===== src/rtl/usb_fs_out_pe_mc.sv =====
// USB full-speed OUT/SETUP protocol engine: accepts OUT/SETUP tokens, streams the DATA
// payload into the endpoint buffer write port and answers with ACK, NAK or STALL.
`timescale 1ns/1ps
module usb_fs_out_pe_mc #(
    parameter int unsigned NumOutEps         = 12,
    parameter int unsigned MaxOutPktSizeByte = 64,
    parameter int unsigned RxTimeoutCycles   = 80,
    localparam int unsigned PktW             = $clog2(MaxOutPktSizeByte)
) (
    input  logic                 clk_48mhz_i,
    input  logic                 rst_i,
    input  logic                 link_reset_i,
    input  logic [6:0]           dev_addr_i,
    input  logic                 rx_pkt_start_i,
    input  logic                 rx_pkt_end_i,
    input  logic                 rx_pkt_valid_i,
    input  logic [3:0]           rx_pid_i,
    input  logic [6:0]           rx_addr_i,
    input  logic [3:0]           rx_endp_i,
    input  logic                 rx_data_put_i,
    input  logic [7:0]           rx_data_i,
    input  logic [NumOutEps-1:0] out_ep_enable_i,
    input  logic [NumOutEps-1:0] out_ep_full_i,
    input  logic [NumOutEps-1:0] out_ep_stall_i,
    input  logic [NumOutEps-1:0] out_ep_iso_i,
    input  logic [NumOutEps-1:0] data_toggle_clear_i,
    input  logic [NumOutEps-1:0] data_toggle_set_i,
    output logic [3:0]           out_ep_current_o,
    output logic                 out_ep_data_put_o,
    output logic [PktW-1:0]      out_ep_put_addr_o,
    output logic [7:0]           out_ep_data_o,
    output logic                 out_ep_newpkt_o,
    output logic                 out_ep_acked_o,
    output logic                 out_ep_rollback_o,
    output logic [NumOutEps-1:0] out_ep_setup_o,
    output logic                 out_ep_oversize_o,
    output logic                 out_ep_timeout_o,
    output logic                 tx_pkt_start_o,
    output logic [3:0]           tx_pid_o,
    output logic [2:0]           out_xfr_state_o
);

    typedef enum logic [2:0] {
        StIdle           = 3'd0,
        StRcvdOut        = 3'd1,
        StRcvdDataStart  = 3'd2,
        StRcvdDataEnd    = 3'd3,
        StRcvdIsoDataEnd = 3'd4
    } state_e;

    localparam logic [3:0] PidOut   = 4'b0001;
    localparam logic [3:0] PidSetup = 4'b1101;
    localparam logic [3:0] PidData0 = 4'b0011;
    localparam logic [3:0] PidData1 = 4'b1011;
    localparam logic [3:0] PidAck   = 4'b0010;
    localparam logic [3:0] PidNak   = 4'b1010;
    localparam logic [3:0] PidStall = 4'b1110;

    localparam logic [PktW:0] MaxCnt      = MaxOutPktSizeByte[PktW:0];
    localparam logic [7:0]    TimeoutLast = 8'(RxTimeoutCycles - 1);

    state_e               state_q;
    logic [3:0]           cur_ep_q;
    logic                 cur_active_q;
    logic                 cur_setup_q;
    logic                 nak_q;
    logic [7:0]           timer_q;
    logic [PktW:0]        byte_cnt_q;
    logic [NumOutEps-1:0] data_toggle_q;
    logic [NumOutEps-1:0] toggle_d;
    logic [NumOutEps-1:0] setup_d;

    // Per-EP vectors widened to 16 so any 4-bit endpoint number can index them.
    logic [15:0] enable_ext, full_ext, stall_ext, iso_ext, toggle_ext;
    assign enable_ext = 16'(out_ep_enable_i);
    assign full_ext   = 16'(out_ep_full_i);
    assign stall_ext  = 16'(out_ep_stall_i);
    assign iso_ext    = 16'(out_ep_iso_i);
    assign toggle_ext = 16'(data_toggle_q);

    logic rx_ep_active, token_ok, accept_tok, accept_setup;
    assign rx_ep_active = ({1'b0, rx_endp_i} < 5'(NumOutEps)) && enable_ext[rx_endp_i];
    assign token_ok     = rx_pkt_end_i && rx_pkt_valid_i && (rx_addr_i == dev_addr_i);
    assign accept_tok   = (state_q == StIdle) && token_ok &&
                          ((rx_pid_i == PidOut) || (rx_pid_i == PidSetup && rx_ep_active));
    assign accept_setup = accept_tok && (rx_pid_i == PidSetup);

    logic cur_stalled, cur_full, cur_iso, stall_cond, rx_is_data, bad_toggle, at_max, ack_flip;
    assign cur_stalled = stall_ext[cur_ep_q];
    assign cur_full    = full_ext[cur_ep_q];
    assign cur_iso     = iso_ext[cur_ep_q] && cur_active_q;
    assign stall_cond  = (!cur_active_q || cur_stalled) && !cur_setup_q;
    assign rx_is_data  = (rx_pid_i == PidData0) || (rx_pid_i == PidData1);
    assign bad_toggle  = rx_pid_i[3] != toggle_ext[cur_ep_q];
    assign at_max      = byte_cnt_q == MaxCnt;
    assign ack_flip    = (state_q == StRcvdDataEnd) && !stall_cond && !nak_q;

    // SETUP clear beats ACK flip; software clear then set masks apply last, set winning.
    always_comb begin
        toggle_d = data_toggle_q;
        for (int unsigned i = 0; i < NumOutEps; i++) begin
            if (accept_setup && rx_endp_i == 4'(i)) begin
                toggle_d[i] = 1'b0;
            end else if (ack_flip && cur_ep_q == 4'(i)) begin
                toggle_d[i] = ~data_toggle_q[i];
            end
        end
        toggle_d = (toggle_d & ~data_toggle_clear_i) | data_toggle_set_i;
    end

    always_comb begin
        setup_d = out_ep_setup_o;
        for (int unsigned i = 0; i < NumOutEps; i++) begin
            if (accept_tok && rx_ep_active && rx_endp_i == 4'(i)) begin
                setup_d[i] = (rx_pid_i == PidSetup);
            end
        end
    end

    assign out_xfr_state_o  = state_q;
    assign out_ep_current_o = cur_ep_q;

    always_ff @(posedge clk_48mhz_i) begin
        if (rst_i || link_reset_i) begin
            state_q           <= StIdle;
            cur_ep_q          <= 4'd0;
            cur_active_q      <= 1'b0;
            cur_setup_q       <= 1'b0;
            nak_q             <= 1'b0;
            timer_q           <= 8'd0;
            byte_cnt_q        <= '0;
            data_toggle_q     <= '0;
            out_ep_setup_o    <= '0;
            out_ep_data_put_o <= 1'b0;
            out_ep_put_addr_o <= '0;
            out_ep_data_o     <= 8'd0;
            out_ep_newpkt_o   <= 1'b0;
            out_ep_acked_o    <= 1'b0;
            out_ep_rollback_o <= 1'b0;
            out_ep_oversize_o <= 1'b0;
            out_ep_timeout_o  <= 1'b0;
            tx_pkt_start_o    <= 1'b0;
            tx_pid_o          <= 4'd0;
        end else begin
            out_ep_newpkt_o   <= 1'b0;
            out_ep_acked_o    <= 1'b0;
            out_ep_rollback_o <= 1'b0;
            out_ep_oversize_o <= 1'b0;
            out_ep_timeout_o  <= 1'b0;
            tx_pkt_start_o    <= 1'b0;
            tx_pid_o          <= 4'd0;
            data_toggle_q     <= toggle_d;
            out_ep_setup_o    <= setup_d;
            // The byte that would overflow the buffer is never presented on the write port.
            out_ep_data_put_o <= (state_q == StRcvdDataStart) && rx_data_put_i && !at_max;
            if (rx_data_put_i) begin
                out_ep_data_o <= rx_data_i;
            end

            if (state_q == StRcvdOut) begin
                out_ep_put_addr_o <= '0;
            end else if (out_ep_data_put_o && !nak_q && !(&out_ep_put_addr_o)) begin
                out_ep_put_addr_o <= out_ep_put_addr_o + 1'b1;
            end

            if (state_q == StIdle || state_q == StRcvdOut) begin
                nak_q <= 1'b0;
            end else if (state_q == StRcvdDataStart && rx_data_put_i && cur_full) begin
                nak_q <= 1'b1;
            end

            case (state_q)
                StIdle: begin
                    timer_q    <= 8'd0;
                    byte_cnt_q <= '0;
                    if (accept_tok) begin
                        state_q         <= StRcvdOut;
                        out_ep_newpkt_o <= 1'b1;
                        cur_ep_q        <= rx_ep_active ? rx_endp_i : 4'd0;
                        cur_active_q    <= rx_ep_active;
                        cur_setup_q     <= (rx_pid_i == PidSetup);
                    end
                end
                StRcvdOut: begin
                    byte_cnt_q <= '0;
                    if (rx_pkt_start_i) begin
                        state_q <= StRcvdDataStart;
                    end else if (timer_q == TimeoutLast) begin
                        state_q          <= StIdle;
                        out_ep_timeout_o <= 1'b1;
                    end else begin
                        timer_q <= timer_q + 8'd1;
                    end
                end
                StRcvdDataStart: begin
                    if (rx_data_put_i && !at_max) begin
                        byte_cnt_q <= byte_cnt_q + 1'b1;
                    end
                    if (rx_pkt_end_i && cur_iso) begin
                        state_q <= StRcvdIsoDataEnd;
                    end else if (rx_pkt_end_i && rx_pkt_valid_i && rx_is_data && bad_toggle &&
                                 cur_active_q && !cur_stalled) begin
                        // Retransmission of a packet we already took: ACK it, drop the copy.
                        state_q           <= StIdle;
                        out_ep_rollback_o <= 1'b1;
                        tx_pkt_start_o    <= 1'b1;
                        tx_pid_o          <= PidAck;
                    end else if (rx_data_put_i && at_max) begin
                        state_q           <= StIdle;
                        out_ep_rollback_o <= 1'b1;
                        out_ep_oversize_o <= 1'b1;
                    end else if (rx_pkt_end_i && !(rx_pkt_valid_i && rx_is_data)) begin
                        state_q           <= StIdle;
                        out_ep_rollback_o <= 1'b1;
                    end else if (rx_pkt_end_i) begin
                        state_q <= StRcvdDataEnd;
                    end
                end
                StRcvdDataEnd: begin
                    state_q        <= StIdle;
                    tx_pkt_start_o <= 1'b1;
                    if (stall_cond) begin
                        tx_pid_o <= PidStall;
                    end else if (nak_q) begin
                        tx_pid_o          <= PidNak;
                        out_ep_rollback_o <= 1'b1;
                    end else begin
                        tx_pid_o       <= PidAck;
                        out_ep_acked_o <= 1'b1;
                    end
                end
                StRcvdIsoDataEnd: begin
                    state_q <= StIdle;
                    if (cur_stalled && !cur_setup_q) begin
                        tx_pkt_start_o <= 1'b1;
                        tx_pid_o       <= PidStall;
                    end else if (nak_q) begin
                        out_ep_rollback_o <= 1'b1;
                    end else begin
                        out_ep_acked_o <= 1'b1;
                    end
                end
                default: state_q <= StIdle;
            endcase
        end
    end

endmodule


===== config.mk =====
export PLATFORM = sky130hd
export DESIGN_NAME = usb_fs_out_pe_mc
export DESIGN_NICKNAME = d
export VERILOG_FILES = /design/src/rtl/usb_fs_out_pe_mc.sv
export SDC_FILE = /design/constraint.sdc
export NUM_CORES = 1
export LEC_CHECK = 0
export CAP_MARGIN = 5
export CORE_ASPECT_RATIO = 1.25
export CORE_MARGIN = 2
export CORE_UTILIZATION = 39
export DETAILED_ROUTE_END_ITERATION = 6
export DONT_BUFFER_PORTS = 1
export PLACE_DENSITY_LB_ADDON = 0.1
export SYNTH_ARGS = -nofsm -noshare
export SYNTH_HDL_FRONTEND = slang
export SYNTH_SLANG_ARGS = --single-unit

===== constraint.sdc =====
create_clock -name clk_48mhz_i -period 2.9 [get_ports clk_48mhz_i]
set_input_delay 0 -clock clk_48mhz_i [delete_from_list [all_inputs] [get_ports clk_48mhz_i]]
set_output_delay 0 -clock clk_48mhz_i [all_outputs]
set_load 0.01 [all_outputs]

==> Flow_metrics.wiki <==
{| class="wikitable"
! Metric !! Value
|-
| Path type of the worst setup path || flip-flop to flip-flop
|-
| Seq cells post-synth || roughly 70
|-
| Gate Count Post-Synth || 472
|-
| Synth Flop Type || sky130_fd_sc_hd__dfxtp_1
|-
| Final clock period utilization by the worst path || 0.9422
|-
| Aggregate routed wire length || about 12000 microns
|-
| Post-route DRC violation count || 0
|-
| Worst Hold Path Cells || 4
|-
| Number of I/O port buffers || 0
|-
| Number of placement rows || 42
|-
| Least-Margin Pin Slew || around 0.85 ns
|-
| Achievable frequency || around 0.37 GHz
|-
| Via count || 3744
|-
| Combinational fraction of design power || 0.079
|-
| Worst flop-to-flop path startpoint || out_ep_current_o[1]
|-
| Initial antenna violation count || 0
|-
| Initial drt markers || 170
|-
| Final worst clock skew || 0.007673 ns
|-
| First-pass detailed-route iteration total || 4
|-
| Leading cell type by number of instances after synthesis || sky130_fd_sc_hd__dfxtp_1
|-
| Cell internal power dissipation || 1.944 mW
|-
| Commonest cells in the synthesized netlist || 72 x sky130_fd_sc_hd__dfxtp_1, 61 x sky130_fd_sc_hd__nor2_1, 37 x sky130_fd_sc_hd__nand2_1
|-
| Global-route total usage across every layer || 0.2079
|-
| Clock tree from TritonCTS || built
|-
| Cell type contributing the most total cell area after synthesis || sky130_fd_sc_hd__dfxtp_1
|-
| Clock tree root buffer cell || sky130_fd_sc_hd__clkbuf_16
|-
| Hold Path End || timer_q[1]
|-
| Total standard cell area after synthesis || 4204 sq um
|-
| # clock sinks || 72
|-
| # diodes || 0
|-
| Power per unit of standard cell area || about 490 nW/um^2
|-
| Total Die Area || 11630 sq um
|-
| Final setup violation count || 0
|-
| Required time of the worst setup path || 3.18 ns
|-
| Number of buffers inserted to repair setup after CTS || 0
|-
| Number of nets with antenna violations after detailed routing || 0
|-
| Global-route wire length before repair || a little under 20000 microns
|-
| Mean number of vias per cell || slightly below 6
|-
| Sequential share of power || 0.407
|-
| Worst endpoint data arrival time || 3.01 ns
|-
| Outcome || finished, final reports clean
|-
| Worst reg2reg path endpoint || data_toggle_q[11]
|-
| Register-to-register setup slack || 0.17 ns
|-
| Post-synthesis average cell area || 8.907 sq um
|-
| Maximum resistive drop on vdd || 274.7 uV
|-
| Sequential-to-total area share from yosys stat || 0.3429
|-
| Net Count, Synth || 585
|-
| Netlist cell types || just over 70
|-
| Net switching share of the total power || 0.2161
|-
| Headroom to the max-slew limit || 0.4336
|-
| Pin count of the biggest net entering global routing || 41
|-
| Period minus WS final || 2.732 ns
|-
| RD Place Congestion || ~0.84
|-
| Later-pin clock latency in the skew report || 0.33 ns
|-
| Clock share of power || 0.514
|-
| HPWL after detailed placement || 8898 microns
|-
| Startpoint class of the critical path || flip-flop
|-
| Inserted Clock Buffers || 9
|-
| Share of post-route cells with drive strength above 1 || 0.1211
|-
| Hold Crit Class || input pin to flip-flop
|-
| Min Hold Slack || 0.02606 ns
|-
| Top Ports || 153
|-
| Share of Yosys cell area claimed by the top area cell type || 0.3429
|-
| Launch instance of the worst min-delay path || rx_pkt_start_i
|-
| Total gr overflow || 0
|-
| Core Box Area || 10560 sq um
|-
| Final net count || 620
|-
| H-tree depth reported by CTS || 3
|-
| Final Max Tran Viols || 0
|-
| Height of the chip || 120.1 microns
|-
| Number of hold violations in the final report || 0
|-
| Clock transition time at the flip-flop clock pins of the worst setup and hold paths || 0.06 ns
|-
| Number of warning messages in the yosys log || 0
|-
| Total negative slack for setup checks || 0 ns
|-
| Async set-or-reset flop fraction in the synthesized netlist || 0
|-
| Number of flops mapped to enable cells by yosys || 0
|-
| Leakage Power || 1.749 nW
|-
| Clock tree buffer depth || 2
|-
| P_sw || 0.5360 mW
|-
| Average routed wire per standard cell || 18.94 microns
|-
| Critical-path maximum fanout || 11
|-
| Via count of the first global-routing pass || approximately 3800
|-
| MaxCap Viol Count || 0
|-
| Length in cells of the worst reg-to-reg path || 7
|-
| Largest cells by area after synthesis || sky130_fd_sc_hd__dfxtp_1 34%, sky130_fd_sc_hd__nor2_1 5.4%, sky130_fd_sc_hd__mux2i_1 5.2%
|-
| RSZ-0062 raised after global routing || false
|-
| Nature of the critical path endpoint || flip-flop
|-
| Die outline width || 96.87 microns
|-
| Synthesis-to-finish area growth || 20.71%
|-
| Initial core utilization || 0.3980
|}
-- cell families (layout without fill, tap and decap cells) --
group / after synthesis / in the layout / synth area share
multiplexers: 37 / 37 / 0.1167
XOR/XNOR: 36 / 36 / 0.07500
AND/OR/NAND/NOR: 189 / 189 / 0.2339
buffers and inverters: 41 / 81 / 0.04583
adder cells (fa/ha/maj): 4 / 4 / 0.01191
other: 1 / 1 / 0.0008920
AO/OA/AOI/OAI: 92 / 92 / 0.1729
flip-flops: 72 / 72 / 0.3429
-- worst max-delay path: stages, from the launching register on --
cell                            delay, ns
sky130_fd_sc_hd__dfxtp_2             0.49
sky130_fd_sc_hd__mux2_2              0.39
sky130_fd_sc_hd__a221oi_1            0.46
sky130_fd_sc_hd__nand4_1             0.21
sky130_fd_sc_hd__xor2_1              0.19
sky130_fd_sc_hd__a311oi_1            0.27
sky130_fd_sc_hd__o21a_1              0.14
sky130_fd_sc_hd__dlygate4sd3_1       0.53
-- layout by cell type, fill, tap and decap left out, drive strengths merged, types with 5 or more instances in the layout --
master        n
a21oi        15
and3          7
buf           9
clkbuf       10
dfxtp        72
dlygate4sd3  43
inv          14
mux2          6
mux2i        22
mux4          9
nand2        38
nand2b        6
nand3        20
nand4        18
nor2         61
nor2b         6
nor3          6
nor4          5
o211ai        9
o21a          6
o21ai         8
o31ai         7
o41ai         8
xnor2        20
xor2         16
-- registers in the layout, summed over array words and instances (netlist names) --
register and count:
out_ep_setup_o 12, out_ep_oversize_o 1, cur_setup_q 1, out_ep_put_addr_o 6, cur_active_q 1, out_ep_data_put_o 1, out_ep_acked_o 1, out_ep_current_o 4
tx_pid_o 3, out_ep_newpkt_o 1, out_ep_timeout_o 1, out_xfr_state_o 3, out_ep_data_o 8, timer_q 8, out_ep_rollback_o 1, data_toggle_q 12
nak_q 1, byte_cnt_q 7
-- worst max-delay path by stage --
| stage | start | end | slack, ns | depth (start not counted) |
|---|---|---|---|---|
| 4_1_cts | out_ep_current_o[1] | data_toggle_q[11] | 0.04 | 7 |
| 3_3_place_gp | out_ep_current_o[1] | data_toggle_q[3] | 0.39 | 7 |
| 5_1_grt | out_ep_current_o[1] | data_toggle_q[11] | 0.03 | 7 |
| 3_5_place_dp | out_ep_current_o[1] | data_toggle_q[2] | 0.34 | 7 |
| 6_report | out_ep_current_o[1] | data_toggle_q[11] | 0.17 | 7 |
| 2_1_floorplan | out_ep_current_o[1] | data_toggle_q[2] | 0.70 | 7 |
-- through the flow --
step	instance area (sq um)	power (mW)	setup WS (ns)	std cells	util
after detailed placement	4293	1.168	0.3432	585	0.4064
after CTS	5069	2.505	0.04213	644	0.4799
after global placement	4293	1.166	0.3853	585	0.4064
final	5075	2.480	0.1676	644	0.4805
after floorplan	4204	1.155	0.6977	472	-
after global routing	5075	2.580	0.02596	644	0.4805
-- per-layer routing --
metal / up-vias / track usage / part of all wire
li1: 1816 / - / -
met1: 1814 / 0.2244 / 0.39
met2: 96 / 0.3872 / 0.54
met3: 18 / 0.05882 / 0.050
met4: 0 / 0.07042 / 0.020
met5: - / 0 / 0
-- timing repair --
action                                  CTS  global route
endpoints found under the hold margin    46             0
resized for setup                         0             5
endpoints found under the setup margin    0             4
hold buffers                             43             0
-- power groups by stage --
stage | sequential [mW] | clock, mW | combinational, mW
4_1_cts | 1.01 | 1.30 | 0.194
3_5_place_dp | 1.03 | 0 | 0.136
6_report | 1.01 | 1.28 | 0.195
5_1_grt | 1.01 | 1.36 | 0.211
2_1_floorplan | 1.03 | 0 | 0.125
3_3_place_gp | 1.03 | 0 | 0.135
-- cell type report --
class	count	area, sq um
multi-input cells	359	2570
clock buffers	10	229.0
inverters	13	48.80
flip-flops and latches	72	1448
repair buffers	52	498.0
clock inverters	6	116.4
well taps	132	165.2
fillers	1028	5488
(Power assumes the default switching activity.)
